**src/rtl/nx_node_inbound_pkg.sv**
```systemverilog
// rtl/nx_node_inbound_pkg.sv - shared constants, message structs and row-then-column routing
package nx_node_inbound_pkg;

  localparam int STREAM_WIDTH   = 32;
  localparam int ADDR_ROW_WIDTH = 4;
  localparam int ADDR_COL_WIDTH = 4;
  localparam int COMMAND_WIDTH  = 2;
  localparam int INPUTS         = 8;
  localparam int OUTPUTS        = 8;
  localparam int MAX_IO         = (INPUTS > OUTPUTS) ? INPUTS : OUTPUTS;
  localparam int IO_W           = $clog2(MAX_IO);
  localparam int IDX_W          = $clog2(OUTPUTS);
  localparam int PAYLOAD_WIDTH  = STREAM_WIDTH - 1 - ADDR_ROW_WIDTH - ADDR_COL_WIDTH - COMMAND_WIDTH;
  localparam int BC_DECAY_WIDTH = ADDR_ROW_WIDTH + ADDR_COL_WIDTH;
  localparam int SIG_W          = ADDR_ROW_WIDTH + ADDR_COL_WIDTH + IDX_W + 1;
  localparam int CFG_W          = IO_W + ADDR_ROW_WIDTH + ADDR_COL_WIDTH + IDX_W + 4;

  localparam logic [BC_DECAY_WIDTH-1:0] DECAY_ONE = 1;

  localparam logic [COMMAND_WIDTH-1:0] CMD_LOAD_INSTR = 2'd0;
  localparam logic [COMMAND_WIDTH-1:0] CMD_CONFIGURE  = 2'd1;
  localparam logic [COMMAND_WIDTH-1:0] CMD_SIG_STATE  = 2'd2;
  localparam logic [COMMAND_WIDTH-1:0] CMD_RESERVED   = 2'd3;

  localparam logic [1:0] DIR_NORTH = 2'd0;
  localparam logic [1:0] DIR_EAST  = 2'd1;
  localparam logic [1:0] DIR_SOUTH = 2'd2;
  localparam logic [1:0] DIR_WEST  = 2'd3;

  typedef struct packed {
    logic                      bc;
    logic [ADDR_ROW_WIDTH-1:0] row;
    logic [ADDR_COL_WIDTH-1:0] col;
    logic [COMMAND_WIDTH-1:0]  cmd;
    logic [PAYLOAD_WIDTH-1:0]  payload;
  } msg_t;

  // Payload structs cover only the meaningful top bits; the zero pad is sliced off.
  typedef struct packed {
    logic [ADDR_ROW_WIDTH-1:0] src_row;
    logic [ADDR_COL_WIDTH-1:0] src_col;
    logic [IDX_W-1:0]          src_idx;
    logic                      state;
  } sig_payload_t;

  typedef struct packed {
    logic [IO_W-1:0]           io;
    logic                      is_input;
    logic [ADDR_ROW_WIDTH-1:0] rrow;
    logic [ADDR_COL_WIDTH-1:0] rcol;
    logic [IDX_W-1:0]          ridx;
    logic                      slot;
    logic                      bc;
    logic                      seq;
  } cfg_payload_t;

  function automatic logic [3:0] dir_bit(input logic [1:0] d);
    return 4'b0001 << d;
  endfunction

  function automatic logic [1:0] route_dir(input logic [ADDR_ROW_WIDTH-1:0] row,
                                           input logic [ADDR_COL_WIDTH-1:0] col,
                                           input logic [ADDR_ROW_WIDTH-1:0] node_row,
                                           input logic [ADDR_COL_WIDTH-1:0] node_col);
    if (row < node_row) return DIR_NORTH;
    if (row > node_row) return DIR_SOUTH;
    if (col < node_col) return DIR_WEST;
    return DIR_EAST;
  endfunction

endpackage

```
**src/rtl/nx_node_inbound_if.sv**
```systemverilog
// rtl/nx_node_inbound_if.sv - directed message stream (data, side, valid/ready)
interface nx_node_inbound_if;
  import nx_node_inbound_pkg::*;

  logic [STREAM_WIDTH-1:0] tdata;
  logic [1:0]              tdir;
  logic                    tvalid;
  logic                    tready;

  modport master (output tdata, output tdir, output tvalid, input tready);
  modport slave  (input tdata, input tdir, input tvalid, output tready);
endinterface

```
**src/rtl/nx_node_inbound.sv**
```systemverilog
// rtl/nx_node_inbound.sv - inbound decode to local strobes plus bypass/broadcast re-forwarding
module nx_node_inbound
  import nx_node_inbound_pkg::*;
(
  input  logic                      clk_i,
  input  logic                      rst_i,
  input  logic [ADDR_ROW_WIDTH-1:0] node_row_i,
  input  logic [ADDR_COL_WIDTH-1:0] node_col_i,
  output logic                      idle_o,
  nx_node_inbound_if.slave          msg,
  nx_node_inbound_if.master         byp,
  output logic [IO_W-1:0]           map_io_o,
  output logic                      map_input_o,
  output logic [ADDR_ROW_WIDTH-1:0] map_remote_row_o,
  output logic [ADDR_COL_WIDTH-1:0] map_remote_col_o,
  output logic [IDX_W-1:0]          map_remote_idx_o,
  output logic                      map_slot_o,
  output logic                      map_broadcast_o,
  output logic                      map_seq_o,
  output logic                      map_valid_o,
  output logic [ADDR_ROW_WIDTH-1:0] signal_remote_row_o,
  output logic [ADDR_COL_WIDTH-1:0] signal_remote_col_o,
  output logic [IDX_W-1:0]          signal_remote_idx_o,
  output logic                      signal_state_o,
  output logic                      signal_valid_o,
  output logic [PAYLOAD_WIDTH-1:0]  instr_data_o,
  output logic                      instr_valid_o
);

  localparam logic [0:0] ST_IDLE = 1'b0;
  localparam logic [0:0] ST_FWD  = 1'b1;

  logic [0:0]               state_q, state_d;
  logic [3:0]               mask_q, mask_d;
  msg_t                     fwd_q, fwd_d;
  logic [PAYLOAD_WIDTH-1:0] pl_q, pl_d;
  logic                     map_v_q, map_v_d, sig_v_q, sig_v_d, instr_v_q, instr_v_d;

  msg_t                      in_msg;
  msg_t                      fwd_msg;
  logic [3:0]                fwd_mask;
  logic                      local_hit;
  logic [BC_DECAY_WIDTH-1:0] decay;
  logic [1:0]                cur_dir;
  sig_payload_t              sig;
  cfg_payload_t              cfg;

  assign in_msg    = msg.tdata;
  assign local_hit = in_msg.bc || (in_msg.row == node_row_i && in_msg.col == node_col_i);
  assign decay     = {in_msg.row, in_msg.col};

  // Broadcasts fan out from N/S arrivals to the far side plus E and W; E/W arrivals continue straight.
  always_comb begin
    fwd_msg  = in_msg;
    fwd_mask = 4'b0000;
    if (in_msg.bc) begin
      if (decay != '0) begin
        {fwd_msg.row, fwd_msg.col} = decay - DECAY_ONE;
        if (msg.tdir == DIR_NORTH || msg.tdir == DIR_SOUTH)
          fwd_mask = dir_bit(msg.tdir ^ 2'd2) | dir_bit(DIR_EAST) | dir_bit(DIR_WEST);
        else
          fwd_mask = dir_bit(msg.tdir ^ 2'd2);
      end
    end else if (!local_hit) begin
      fwd_mask = dir_bit(route_dir(in_msg.row, in_msg.col, node_row_i, node_col_i));
    end
  end

  always_comb begin
    cur_dir = DIR_NORTH;
    for (int i = 3; i >= 0; i--)
      if (mask_q[i]) cur_dir = 2'(i);
  end

  always_comb begin
    state_d   = state_q;
    mask_d    = mask_q;
    fwd_d     = fwd_q;
    pl_d      = pl_q;
    map_v_d   = 1'b0;
    sig_v_d   = 1'b0;
    instr_v_d = 1'b0;
    if (state_q == ST_IDLE) begin
      if (msg.tvalid) begin
        if (local_hit) begin
          pl_d      = in_msg.payload;
          map_v_d   = (in_msg.cmd == CMD_CONFIGURE);
          sig_v_d   = (in_msg.cmd == CMD_SIG_STATE);
          instr_v_d = (in_msg.cmd == CMD_LOAD_INSTR);
        end
        if (fwd_mask != 4'b0000) begin
          state_d = ST_FWD;
          mask_d  = fwd_mask;
          fwd_d   = fwd_msg;
        end
      end
    end else if (byp.tready) begin
      mask_d = mask_q & ~dir_bit(cur_dir);
      if (mask_d == 4'b0000) state_d = ST_IDLE;
    end
  end

  always_ff @(posedge clk_i or negedge rst_i) begin
    if (!rst_i) begin
      state_q   <= ST_IDLE;
      mask_q    <= '0;
      fwd_q     <= '0;
      pl_q      <= '0;
      map_v_q   <= 1'b0;
      sig_v_q   <= 1'b0;
      instr_v_q <= 1'b0;
    end else begin
      state_q   <= state_d;
      mask_q    <= mask_d;
      fwd_q     <= fwd_d;
      pl_q      <= pl_d;
      map_v_q   <= map_v_d;
      sig_v_q   <= sig_v_d;
      instr_v_q <= instr_v_d;
    end
  end

  assign msg.tready = (state_q == ST_IDLE);
  assign byp.tvalid = (state_q == ST_FWD);
  assign byp.tdata  = fwd_q;
  assign byp.tdir   = cur_dir;
  assign idle_o     = (state_q == ST_IDLE) && !(map_v_q || sig_v_q || instr_v_q);

  assign sig = pl_q[PAYLOAD_WIDTH-1 -: SIG_W];
  assign cfg = pl_q[PAYLOAD_WIDTH-1 -: CFG_W];

  assign signal_remote_row_o = sig.src_row;
  assign signal_remote_col_o = sig.src_col;
  assign signal_remote_idx_o = sig.src_idx;
  assign signal_state_o      = sig.state;
  assign signal_valid_o      = sig_v_q;

  assign map_io_o         = cfg.io;
  assign map_input_o      = cfg.is_input;
  assign map_remote_row_o = cfg.rrow;
  assign map_remote_col_o = cfg.rcol;
  assign map_remote_idx_o = cfg.ridx;
  assign map_slot_o       = cfg.slot;
  assign map_broadcast_o  = cfg.bc;
  assign map_seq_o        = cfg.seq;
  assign map_valid_o      = map_v_q;

  assign instr_data_o  = pl_q;
  assign instr_valid_o = instr_v_q;

endmodule

```
**src/flat_wrapper.sv**
```systemverilog
// flat-port wrapper written by rule: the top's interface ports become plain ports
module nx_node_inbound_flat import nx_node_inbound_pkg::*;
  (clk_i, rst_i, node_row_i, node_col_i, idle_o, map_io_o, map_input_o, map_remote_row_o, map_remote_col_o, map_remote_idx_o, map_slot_o, map_broadcast_o, map_seq_o, map_valid_o, signal_remote_row_o, signal_remote_col_o, signal_remote_idx_o, signal_state_o, signal_valid_o, instr_data_o, instr_valid_o, msg_tdata, msg_tdir, msg_tvalid, msg_tready, byp_tdata, byp_tdir, byp_tvalid, byp_tready);
  nx_node_inbound_if msg_i ();
  nx_node_inbound_if byp_i ();
  input  logic clk_i;
  input  logic rst_i;
  input  logic [ADDR_ROW_WIDTH-1:0] node_row_i;
  input  logic [ADDR_COL_WIDTH-1:0] node_col_i;
  output logic idle_o;
  output logic [IO_W-1:0] map_io_o;
  output logic map_input_o;
  output logic [ADDR_ROW_WIDTH-1:0] map_remote_row_o;
  output logic [ADDR_COL_WIDTH-1:0] map_remote_col_o;
  output logic [IDX_W-1:0] map_remote_idx_o;
  output logic map_slot_o;
  output logic map_broadcast_o;
  output logic map_seq_o;
  output logic map_valid_o;
  output logic [ADDR_ROW_WIDTH-1:0] signal_remote_row_o;
  output logic [ADDR_COL_WIDTH-1:0] signal_remote_col_o;
  output logic [IDX_W-1:0] signal_remote_idx_o;
  output logic signal_state_o;
  output logic signal_valid_o;
  output logic [PAYLOAD_WIDTH-1:0] instr_data_o;
  output logic instr_valid_o;
  input wire logic [$bits(msg_i.tdata)-1:0] msg_tdata;
  input wire logic [$bits(msg_i.tdir)-1:0] msg_tdir;
  input wire logic [$bits(msg_i.tvalid)-1:0] msg_tvalid;
  output wire logic [$bits(msg_i.tready)-1:0] msg_tready;
  output wire logic [$bits(byp_i.tdata)-1:0] byp_tdata;
  output wire logic [$bits(byp_i.tdir)-1:0] byp_tdir;
  output wire logic [$bits(byp_i.tvalid)-1:0] byp_tvalid;
  input wire logic [$bits(byp_i.tready)-1:0] byp_tready;
  assign msg_i.tdata = msg_tdata;
  assign msg_i.tdir = msg_tdir;
  assign msg_i.tvalid = msg_tvalid;
  assign msg_tready = msg_i.tready;
  assign byp_tdata = byp_i.tdata;
  assign byp_tdir = byp_i.tdir;
  assign byp_tvalid = byp_i.tvalid;
  assign byp_i.tready = byp_tready;
  nx_node_inbound u_core (.clk_i(clk_i), .rst_i(rst_i), .node_row_i(node_row_i), .node_col_i(node_col_i), .idle_o(idle_o), .msg(msg_i), .byp(byp_i), .map_io_o(map_io_o), .map_input_o(map_input_o), .map_remote_row_o(map_remote_row_o), .map_remote_col_o(map_remote_col_o), .map_remote_idx_o(map_remote_idx_o), .map_slot_o(map_slot_o), .map_broadcast_o(map_broadcast_o), .map_seq_o(map_seq_o), .map_valid_o(map_valid_o), .signal_remote_row_o(signal_remote_row_o), .signal_remote_col_o(signal_remote_col_o), .signal_remote_idx_o(signal_remote_idx_o), .signal_state_o(signal_state_o), .signal_valid_o(signal_valid_o), .instr_data_o(instr_data_o), .instr_valid_o(instr_valid_o));
endmodule
```
**config.mk**
```make
export PLATFORM = sky130hd
export DESIGN_NAME = nx_node_inbound_flat
export DESIGN_NICKNAME = d
export VERILOG_FILES = /design/src/rtl/nx_node_inbound_pkg.sv /design/src/rtl/nx_node_inbound_if.sv /design/src/rtl/nx_node_inbound.sv /design/src/flat_wrapper.sv
export SDC_FILE = /design/constraint.sdc
export NUM_CORES = 1
export LEC_CHECK = 0
export ABC_AREA = 0
export BUFFER_PORTS_ARGS = -buffer_cell sky130_fd_sc_hd__buf_2
export CORE_MARGIN = 8
export CORE_UTILIZATION = 51
export CTS_CLUSTER_SIZE = 10
export DETAILED_ROUTE_END_ITERATION = 6
export HOLD_SLACK_MARGIN = 0.03
export MAX_ROUTING_LAYER = met4
export PLACE_DENSITY = 0.92
export SLEW_MARGIN = 25
export SYNTH_ARGS = -nofsm -noshare
export SYNTH_HDL_FRONTEND = slang
export SYNTH_SLANG_ARGS = --single-unit
```
**constraint.sdc**
```tcl
create_clock -name clk_i -period 6.01 [get_ports clk_i]
set_input_delay 0.3005 -clock clk_i [delete_from_list [all_inputs] [get_ports clk_i]]
set_output_delay 0.3005 -clock clk_i [all_outputs]
set_load 0.005 [all_outputs]
```
# Word-level counts from Yosys, hierarchy flattened
# Index checks and enable logic that the tools add are counted.
word_totals:
  regBits: 61
  latch_bits: 0
  mem_bits_rw: 0
  romBits: 0
  input_bits: 46
  out_inout_bits: 91
  elab_cells: 93
  mem_count: 0
classes:
  add_sub_neg: 1
  mul: 0
  div_mod_pow: 0
  order_cmp: 3
  n_eq_ne: 6
  shifts: 3
  n_mux: 48
  bitwise: 4
  n_reduce_logical: 17
ops:
  columns: ["cell", "count"]
  rows:
  - ["4-bit 2-to-1 mux", 8]
  - ["1-bit 2-to-1 mux", 26]
  - ["2-bit 2-to-1 mux", 12]
  - ["8-bit 2-to-1 mux", 2]
  - ["1-bit by 2-bit left shift with 4-bit output (first input constant)", 3]
  - ["3-bit AND reduction", 3]
  - ["4-bit == test", 2]
  - ["4-bit less-than comparator", 2]
  - ["8-bit nonzero test", 1]
  - ["8-bit by 1-bit subtractor with 8-bit output (second input constant)", 1]
  - ["4-bit AND", 1]
  - ["2-bit == test (second input constant)", 2]
  - ["4-bit greater-than comparator", 1]
  - ["2-bit zero test", 2]
  - ["4-bit zero test", 1]
  - ["1-bit logical OR", 4]
  - ["4-bit inverter", 1]
  - ["2-bit nonzero test", 2]
  - ["4-bit nonzero test", 1]
  - ["2-bit by 1-bit == test with 1-bit output (second input constant)", 1]
  - ["1-bit logical AND", 2]
  - ["2-bit inequality test (second input constant)", 1]
  - ["1-bit inverter", 2]
  - ["1-bit zero test", 1]

# Logic depth before layout (Yosys ltp)
# Gate-level depths: netlist of run 1.
depth:
  word_depth: 24
  mapped_depth: 8

# Worst setup path after synthesis of run 1
# OpenSTA, ideal clock, no wires.
synth_path:
  path_kind: "in2reg"
  start: "in node_col_i[3]"
  end: "reg u_core.pl_q[0], in the netlist u_core.instr_data_o[0]"
  t_arrival_ns: 2.017
  required_time_ns: 5.885
  slack_ns: 3.868
  path_stages: 8
  n_path_buf: 1
  path_cell_list: "inv_1 -> ha_1 -> nand4_1 -> nor2_1 -> nor2_1 -> nor2_1 -> buf_1 -> mux2_2"
synth_via:
  elab_chain_cells: 4
synth_lines:
  columns: ["item", "line_no", "rtl"]
  rows:
  - ["from (decl)", "flat_wrapper.sv:9", "input logic [ADDR_COL_WIDTH-1:0] node_col_i;"]
  - ["4-bit == test", "nx_node_inbound.sv:49", "assign local_hit = in_msg.bc || (in_msg.row == node_row_i && in_msg.col == node_col_i);"]
  - ["1-bit logical AND", "nx_node_inbound.sv:49", null]
  - ["1-bit logical OR", "nx_node_inbound.sv:49", null]
  - ["3-bit AND reduction (no source line)", null, null]
  - ["to (signal assigned)", "nx_node_inbound.sv:116", "pl_q <= pl_d;"]
  - ["to (decl)", "nx_node_inbound.sv:36", "logic [PAYLOAD_WIDTH-1:0] pl_q, pl_d;"]
# Every way passes these cells.
# A chain may end at the register's enable or synchronous reset.

# Worst setup path in the final report of run 1
layout_path:
  start: "reg u_core.state_q, in the netlist u_core.byp.tvalid"
  end: "reg u_core.fwd_q, in the netlist u_core.byp.tdata[6]"
layout_via:
  elab_chain_cells: 2
layout_lines:
  columns: ["item", "line_no", "rtl"]
  rows:
  - ["from (decl)", "nx_node_inbound.sv:33", "logic [0:0] state_q, state_d;"]
  - ["from (signal assigned)", "nx_node_inbound.sv:113", "state_q <= state_d;"]
  - ["1-bit inverter (no source line)", null, null]
  - ["3-bit AND reduction (no source line)", null, null]
  - ["to (signal assigned)", "nx_node_inbound.sv:115", "fwd_q <= fwd_d;"]
  - ["to (decl)", "nx_node_inbound.sv:35", "msg_t fwd_q, fwd_d;"]
# Every way passes these cells.

==> results.md, run 1 <==
* Crit Reg-Reg Startpoint: u_core.byp.tvalid
* Hold Vio Cnt, Final at 0
* Post-route clock period utilization at 0.466
* Initial antenna violation count at 0
* Initial Utilization at 0.529
* Slew headroom at 0.392
* DRT iter0 DRCs at 77
* CTS Buf Count at 9
* Clock Latency Late Sink at 0.33 ns
* Status: finished clean
* Core area at 0.00592 mm2
* Most common cell in the synthesized netlist: dfrtp_1
* Max Clk Rate at 357 MHz
* Crit. End Element: register
* Top_reg_cell synth: dfrtp_1
* Congestion Overflow GR at 0
* Compound-cell area share of the yosys netlist at 0.0907
* Clk buf depth at 2
* Clock tree sinks at 61
* VDD IR max at 0.267 mV
* Post-Route WL at between 7 and 8 mm
* RSZ-0062 raised after global routing: no
* Final HPWL from detailed placement at 6.00 mm
* Worst path required time at 6.21 ns
* Layout cells sized above 1 at 0.545
* Largest family of logic cells by synthesized area: multiplexers
* Worst Max-Slew Pin Slew at 0.912 ns
* Syn Inst Count at 260
* Hold Buf Count CTS at 0
* RR Endpoint: u_core.byp.tdata[6]
* Crit path capture: u_core.byp.tdata[6]
* Die area at ~0.0089 mm2
* Max_cap viols at 0
* Final Hold Slack at between 0.1 and 0.15 ns
* Post-synth top cells: 61 x dfrtp_1, 30 x buf_4, 25 x mux2_2, 20 x mux2_4, 17 x inv_1
* Leakage at 1.95 nW
* Layout Nets at 427
* Min-delay worst type: input port to asynchronous set/reset pin
* DRT Pass-1 Iters at 4
* I/O Pins at 137
* H-tree levels at 3
* Drt via density at 5.14
* Synth cell types at 36
* Synthesis-stage register bit count at 61
* Average wire per cell in the routed design at 17.2 um
* Vias at 2317
* Crit path max fanout at 29
* Sequential share of the synthesized area at 0.488
* Port-buffer cells at between 100 and 150
* Largest net degree at the start of global routing at 62
* WS Path Type: register to register
* Post-synth top area cell: dfrtp_1
* Synth area leaders: dfrtp_1 49%, mux2_4 9.6%, mux2_2 9.0%
* # setup viols final at 0
* Simple-gate portion of the synthesized area at 0.0691
* # diodes at 0
* CTS tree: yes
* Synth Area in Adders at 0.0400
* Horiz. Die Dim at 94.3 um
* Area Growth Syn to Fin at 23.5%
* Skew final at around 0.013 ns
* Root Buffer: clkbuf_8
* Routability cong. at 0.861
* Num rows at 28
* Average size of a mapped cell at approximately 12 um2
* Xor and xnor area share after synthesis at 0.0196
* GR Util All Layers at 0.177
* Worst Reg-to-Reg Cells at 5
* Post-CTS setup buffer count at 0
* CTS clk-pin slew, worst paths at 0.07 ns
* First-pass GRT wire length at 12.0 mm
* Mux share of post-synthesis cell area at 0.186
* Yosys Warn Count at 0
* Total power at 1.90 mW
* Top cell type's share of synthesized area at 0.488
* Slew Limit Fails at 0
* Die Ht at 94.3 um
* Post-synth EDFFs at 0
* Critical path origin: u_core.byp.tvalid
* Crit path arrival time at 3.01 ns
* Crit path time final at 2.80 ns
* DRC viols at 0
* Final ANT Viol Nets at 0
* Total negative slack at 0 ns
* # resized after CTS at 0
* Power Density at 492 mW/mm2
* Synthesized area at approximately 0.0031 mm2
* Crit path launch type: register
* Ys async rst share at 1.00
* R2r setup slk at 3.21 ns
* Vias in the first global route at 2347
* Post-Syn Nets at 316
registers in the layout (all words and copies together) (netlist names):
register               flops
u_core.map_valid_o         1
u_core.signal_valid_o      1
u_core.instr_valid_o       1
u_core.instr_data_o       21
u_core.byp.tvalid          1
u_core.mask_q              4
u_core.byp.tdata          32
cells by family after synthesis:
group                    Yosys count
XOR/XNOR                           7
flip-flops                        61
adder cells (fa/ha/maj)           10
buffers and inverters             55
AO/OA/AOI/OAI                     40
multiplexers                      45
AND/OR/NAND/NOR                   42
final cells by class:
cell class / instances / area (um2)
well taps: 75 / 93.8
multi-input cells: 144 / 1280
repair buffers: 138 / 696
inverters: 17 / 63.8
fillers: 469 / 2050
clock inverters: 5 / 58.8
clock buffers: 11 / 151
flip-flops and latches: 61 / 1530
routing by layer:
metal / wire length, um / global-route usage / up-vias
met2: 3570 / 0.266 / 108
met5: 0 / - / -
li1: - / - / 1095
met1: 3160 / 0.217 / 1105
met4: 85 / 0.0594 / 0
met3: 929 / 0.0619 / 9
stage by stage:
step | cell area [um2] | utilization | setup slack [ns] | instances
after global placement | 3650 | 0.617 | 3.19 | 435
after global routing | 3870 | 0.653 | 3.04 | 451
after floorplan | 3130 | - | 3.87 | 260
after CTS | 3870 | 0.653 | 3.22 | 451
final | 3870 | 0.653 | 3.21 | 451
after detailed placement | 3660 | 0.617 | 3.21 | 435
how the worst min path moves through the flow:
stage | start | endpoint | slack (ns) | cells past startpoint
floorplan | rst_i | u_core.byp.tdata[0] | 0.005 | 0
global placement | rst_i | u_core.instr_data_o[9] | 0.49 | 2
detailed placement | u_core.byp.tdata[10] | u_core.byp.tdata[10] | 0.49 | 1
CTS | rst_i | u_core.byp.tdata[9] | 0.15 | 2
global route | msg_tdata[21] | u_core.instr_valid_o | 0.16 | 2
finish | rst_i | u_core.instr_data_o[9] | 0.12 | 2
layout by cell type (no fill, tap or decap), types with 5 or more instances in the layout:
master	count
o21ai_0	7
nor3_1	5
ha_1	10
buf_2	136
mux2_4	20
clkbuf_8	11
inv_1	17
nor2_1	15
a21oi_1	14
mux2_2	25
dfrtp_1	61
nand2_1	6
power by group:
| part | internal, mW | total, mW | leakage (nW) | switching, mW |
|---|---|---|---|---|
| Sequential | 0.609 | 0.746 | 0.723 | 0.137 |
| Clock | 0.214 | 0.371 | 0.102 | 0.157 |
| Combinational | 0.447 | 0.786 | 1.13 | 0.339 |
worst max-delay path, cell delays in order, from the launching register on:
cell and delay, ns:
dfrtp_1 0.43, nand2b_1 0.35, or2_2 0.39, o22ai_4 0.69, buf_4 0.45, mux2_2 0.37
No activity file was read; power rests on OpenSTA's default activity.
==> run 2, diff against run 1 <==
--- a/config.mk
+++ b/config.mk
@@ -8,12 +8,12 @@
 export ABC_AREA = 0
 export BUFFER_PORTS_ARGS = -buffer_cell sky130_fd_sc_hd__buf_2
 export CORE_MARGIN = 8
-export CORE_UTILIZATION = 51
+export CORE_UTILIZATION = 48
 export CTS_CLUSTER_SIZE = 10
 export DETAILED_ROUTE_END_ITERATION = 6
 export HOLD_SLACK_MARGIN = 0.03
 export MAX_ROUTING_LAYER = met4
-export PLACE_DENSITY = 0.92
+export PLACE_DENSITY = 0.88
 export SLEW_MARGIN = 25
 export SYNTH_ARGS = -nofsm -noshare
 export SYNTH_HDL_FRONTEND = slang
==> constraint.sdc (replaced) <==
create_clock -name clk_i -period 2.7 [get_ports clk_i]
set_input_delay 0.135 -clock clk_i [delete_from_list [all_inputs] [get_ports clk_i]]
set_output_delay 0.135 -clock clk_i [all_outputs]
set_load 0.005 [all_outputs]
==> results.md, run 2 (same netlist as run 1, synthesis figures left out) <==
* Status: finished clean
* I/O Pins at 137 (unchanged)
* Congestion Overflow GR at 0 (unchanged)
* Register share of total power at 0.387 (-0.005)
* CTS tree: yes
* Power Density at 1100 mW/mm2 (+120%)
* Drt via density at 5.19 (+0.96%)
* # setup viols final at 0 (unchanged)
* Crit path arrival time at 2.46 ns (-0.55 ns)
* Clk pwr share at 0.202 (+0.007)
* Min-delay worst type: input port to register
* Crit path max fanout at 17 (-41%)
* Num rows at 29 (+3.6%)
* Post-route clock period utilization at 0.835 (+0.369)
* Slowest CP cell: o22ai_4
* Crit path launch type: register
* Worst Max-Slew Pin Slew at 0.743 ns (-0.170 ns)
* H-tree levels at 3 (unchanged)
* Max Clk Rate at 443 MHz (+24%)
* Net Switching at 1.46 mW (+130%)
* Root Buffer: clkbuf_8
* Max_cap viols at 0 (unchanged)
* Vias in the first global route at 2555 (+8.9%)
* Post-CTS setup buffer count at 0 (unchanged)
* Most frequent cells in the layout: 136 x buf_2, 61 x dfrtp_1, 25 x mux2_2
* Average wire per cell in the routed design at 17.4 um (+1.5%)
* Sw Ratio at 0.336 (+0.00340)
* Vias at 2391 (+3.2%)
* Clk buf depth at 2 (unchanged)
* Layout cells sized above 1 at 0.547 (+0.00166)
* Critical path cell sequence: nand2b_1 > or2_2 > o22ai_4 > buf_4 > mux2_4
* Horiz. Die Dim at 96.8 um (+2.6%)
* Delay-heaviest family, CP: simple AND/OR/NAND/NOR gates
* Cell Int Power at 2.89 mW (+130%)
* WS Path Type: register to register
* First-pass GRT wire length at 13.1 mm (+9.2%)
* Crit. End Element: register
* Worst path required time at 2.91 ns (-3.30 ns)
* CTS clk-pin slew, worst paths at 0.07 ns (about the same)
* VDD IR max at 0.706 mV (+160%)
* Final ANT Viol Nets at 0 (unchanged)
* Total negative slack at 0 ns (unchanged)
* Slew Limit Fails at 0 (unchanged)
* Final HPWL from detailed placement at 6.38 mm (+6.3%)
* RSZ-0062 raised after global routing: no
* GR Util All Layers at 0.176 (-0.00170)
* Layout Nets at 435 (+1.9%)
* Number of flip-flops under the largest register name at 32 (unchanged)
* Skew final at 0.00873 ns (-0.00436 ns)
* Slowest stage delay, CP at 0.47 ns (-0.22 ns)
* Leakage at 1.99 nW (+2.1%)
* Die area at 0.00936 mm2 (+5.2%)
* Clock Latency Late Sink at 0.33 ns (about the same)
* Comb pwr share at 0.411 (-0.002)
* Largest net degree at the start of global routing at 62 (unchanged)
* Routability cong. at 0.839 (-2.6%)
* Post-Route WL at 8.03 mm (+3.8%)
* Buf+Inv Stages, Crit Path at 1 (unchanged)
* Core area at 0.00631 mm2 (+6.6%)
* Area Growth Syn to Fin at 25.9%
* Commonest non-fill, non-tap cell in the layout: buf_2
* DRC viols at 0 (unchanged)
* Filler cells at 516 (+10%)
* Dpl cell area at 0.00369 mm2 (+0.96%)
* # diodes at 0 (unchanged)
* Slew headroom at 0.505 (+0.113)
* CTS Buf Count at 9 (unchanged)
* DRT Pass-1 Iters at 4 (unchanged)
* Clock tree sinks at 61 (unchanged)
* Initial Utilization at 0.496 (-0.0329)
* Initial antenna violation count at 0 (unchanged)
* DRT iter0 DRCs at 43 (-44%)
* Die Ht at 96.8 um (+2.6%)
* Port-buffer cells at 136 (unchanged)
* Final instance area at 0.00394 mm2 (+2.0%)
* Hold Vio Cnt, Final at 0 (unchanged)
* Crit path time final at 2.25 ns (-0.547 ns)
run 2: changes by cell type in the layout (fill, tap and decap cells not counted):
cell           previous run  this run
buf_4                     2         7
bufinv_16                 1         2
clkbuf_8                 11         9
dlygate4sd3_1             0         3
inv_6                     0         1
nor2_2                    0         1
nor2_4                    1         0
run 2: per-layer routing:
metal / global-route usage / routed length [um] / vias up / part of all wire
met2: 0.288 / 3960 / 114 / 0.49
met4: 0.0604 / 108 / 0 / 0.013
met1: 0.195 / 3370 / 1154 / 0.42
met3: 0.0605 / 594 / 12 / 0.074
li1: - / - / 1111 / -
met5: - / 0 / - / 0
run 2: power by group through the flow:
stage               logic [mW]  clock network, mW  registers, mW
floorplan                 1.14                  0           1.69
global placement          1.75                  0           1.66
CTS                       1.83              0.904           1.68
global route              1.96              0.936           1.75
finish                    1.79              0.879           1.68
detailed placement        1.82                  0           1.69
run 2: stage by stage:
step	hold WS, ns	cells	setup slack (ns)	util	power [mW]
after floorplan	-0.161	260	0.724	-	2.83
after global placement	0.321	442	0.478	0.585	3.41
after detailed placement	0.334	442	0.438	0.585	3.51
after CTS	0.0315	461	0.431	0.624	4.42
after global routing	0.0336	461	0.311	0.624	4.64
final	0.0502	461	0.445	0.624	4.35
run 2: path summary, 6_finish.rpt:
check,slack (ns),cells past startpoint,end,startpoint
hold / removal,0.05,2,u_core.instr_data_o[3],msg_tdata[3]
setup reg to reg,0.45,5,u_core.byp.tdata[19],u_core.byp.tvalid
hold reg to reg,0.51,1,u_core.byp.tdata[6],u_core.byp.tdata[6]
setup / recovery,0.45,5,u_core.byp.tdata[19],u_core.byp.tvalid
min in group asynchronous,0.50,3,u_core.instr_data_o[14],rst_i
max in group asynchronous,1.71,3,u_core.mask_q[1],rst_i
run 2: area by class of cell:
| class | count | area, um2 | share of cell area |
|---|---|---|---|
| clock buffer | 9 | 124 | 0.0314 |
| inverter | 17 | 63.8 | 0.0162 |
| sequential | 61 | 1530 | 0.387 |
| multi-input combinational | 144 | 1270 | 0.322 |
| tap | 77 | 96.3 | 0.0244 |
| timing repair buffer | 146 | 763 | 0.194 |
| clock inverter | 7 | 97.6 | 0.0248 |
run 2: repair_timing:
item,in CTS,in global routing
resized for setup,0,0
hold endpoints to repair,64,0
hold buffers,3,0
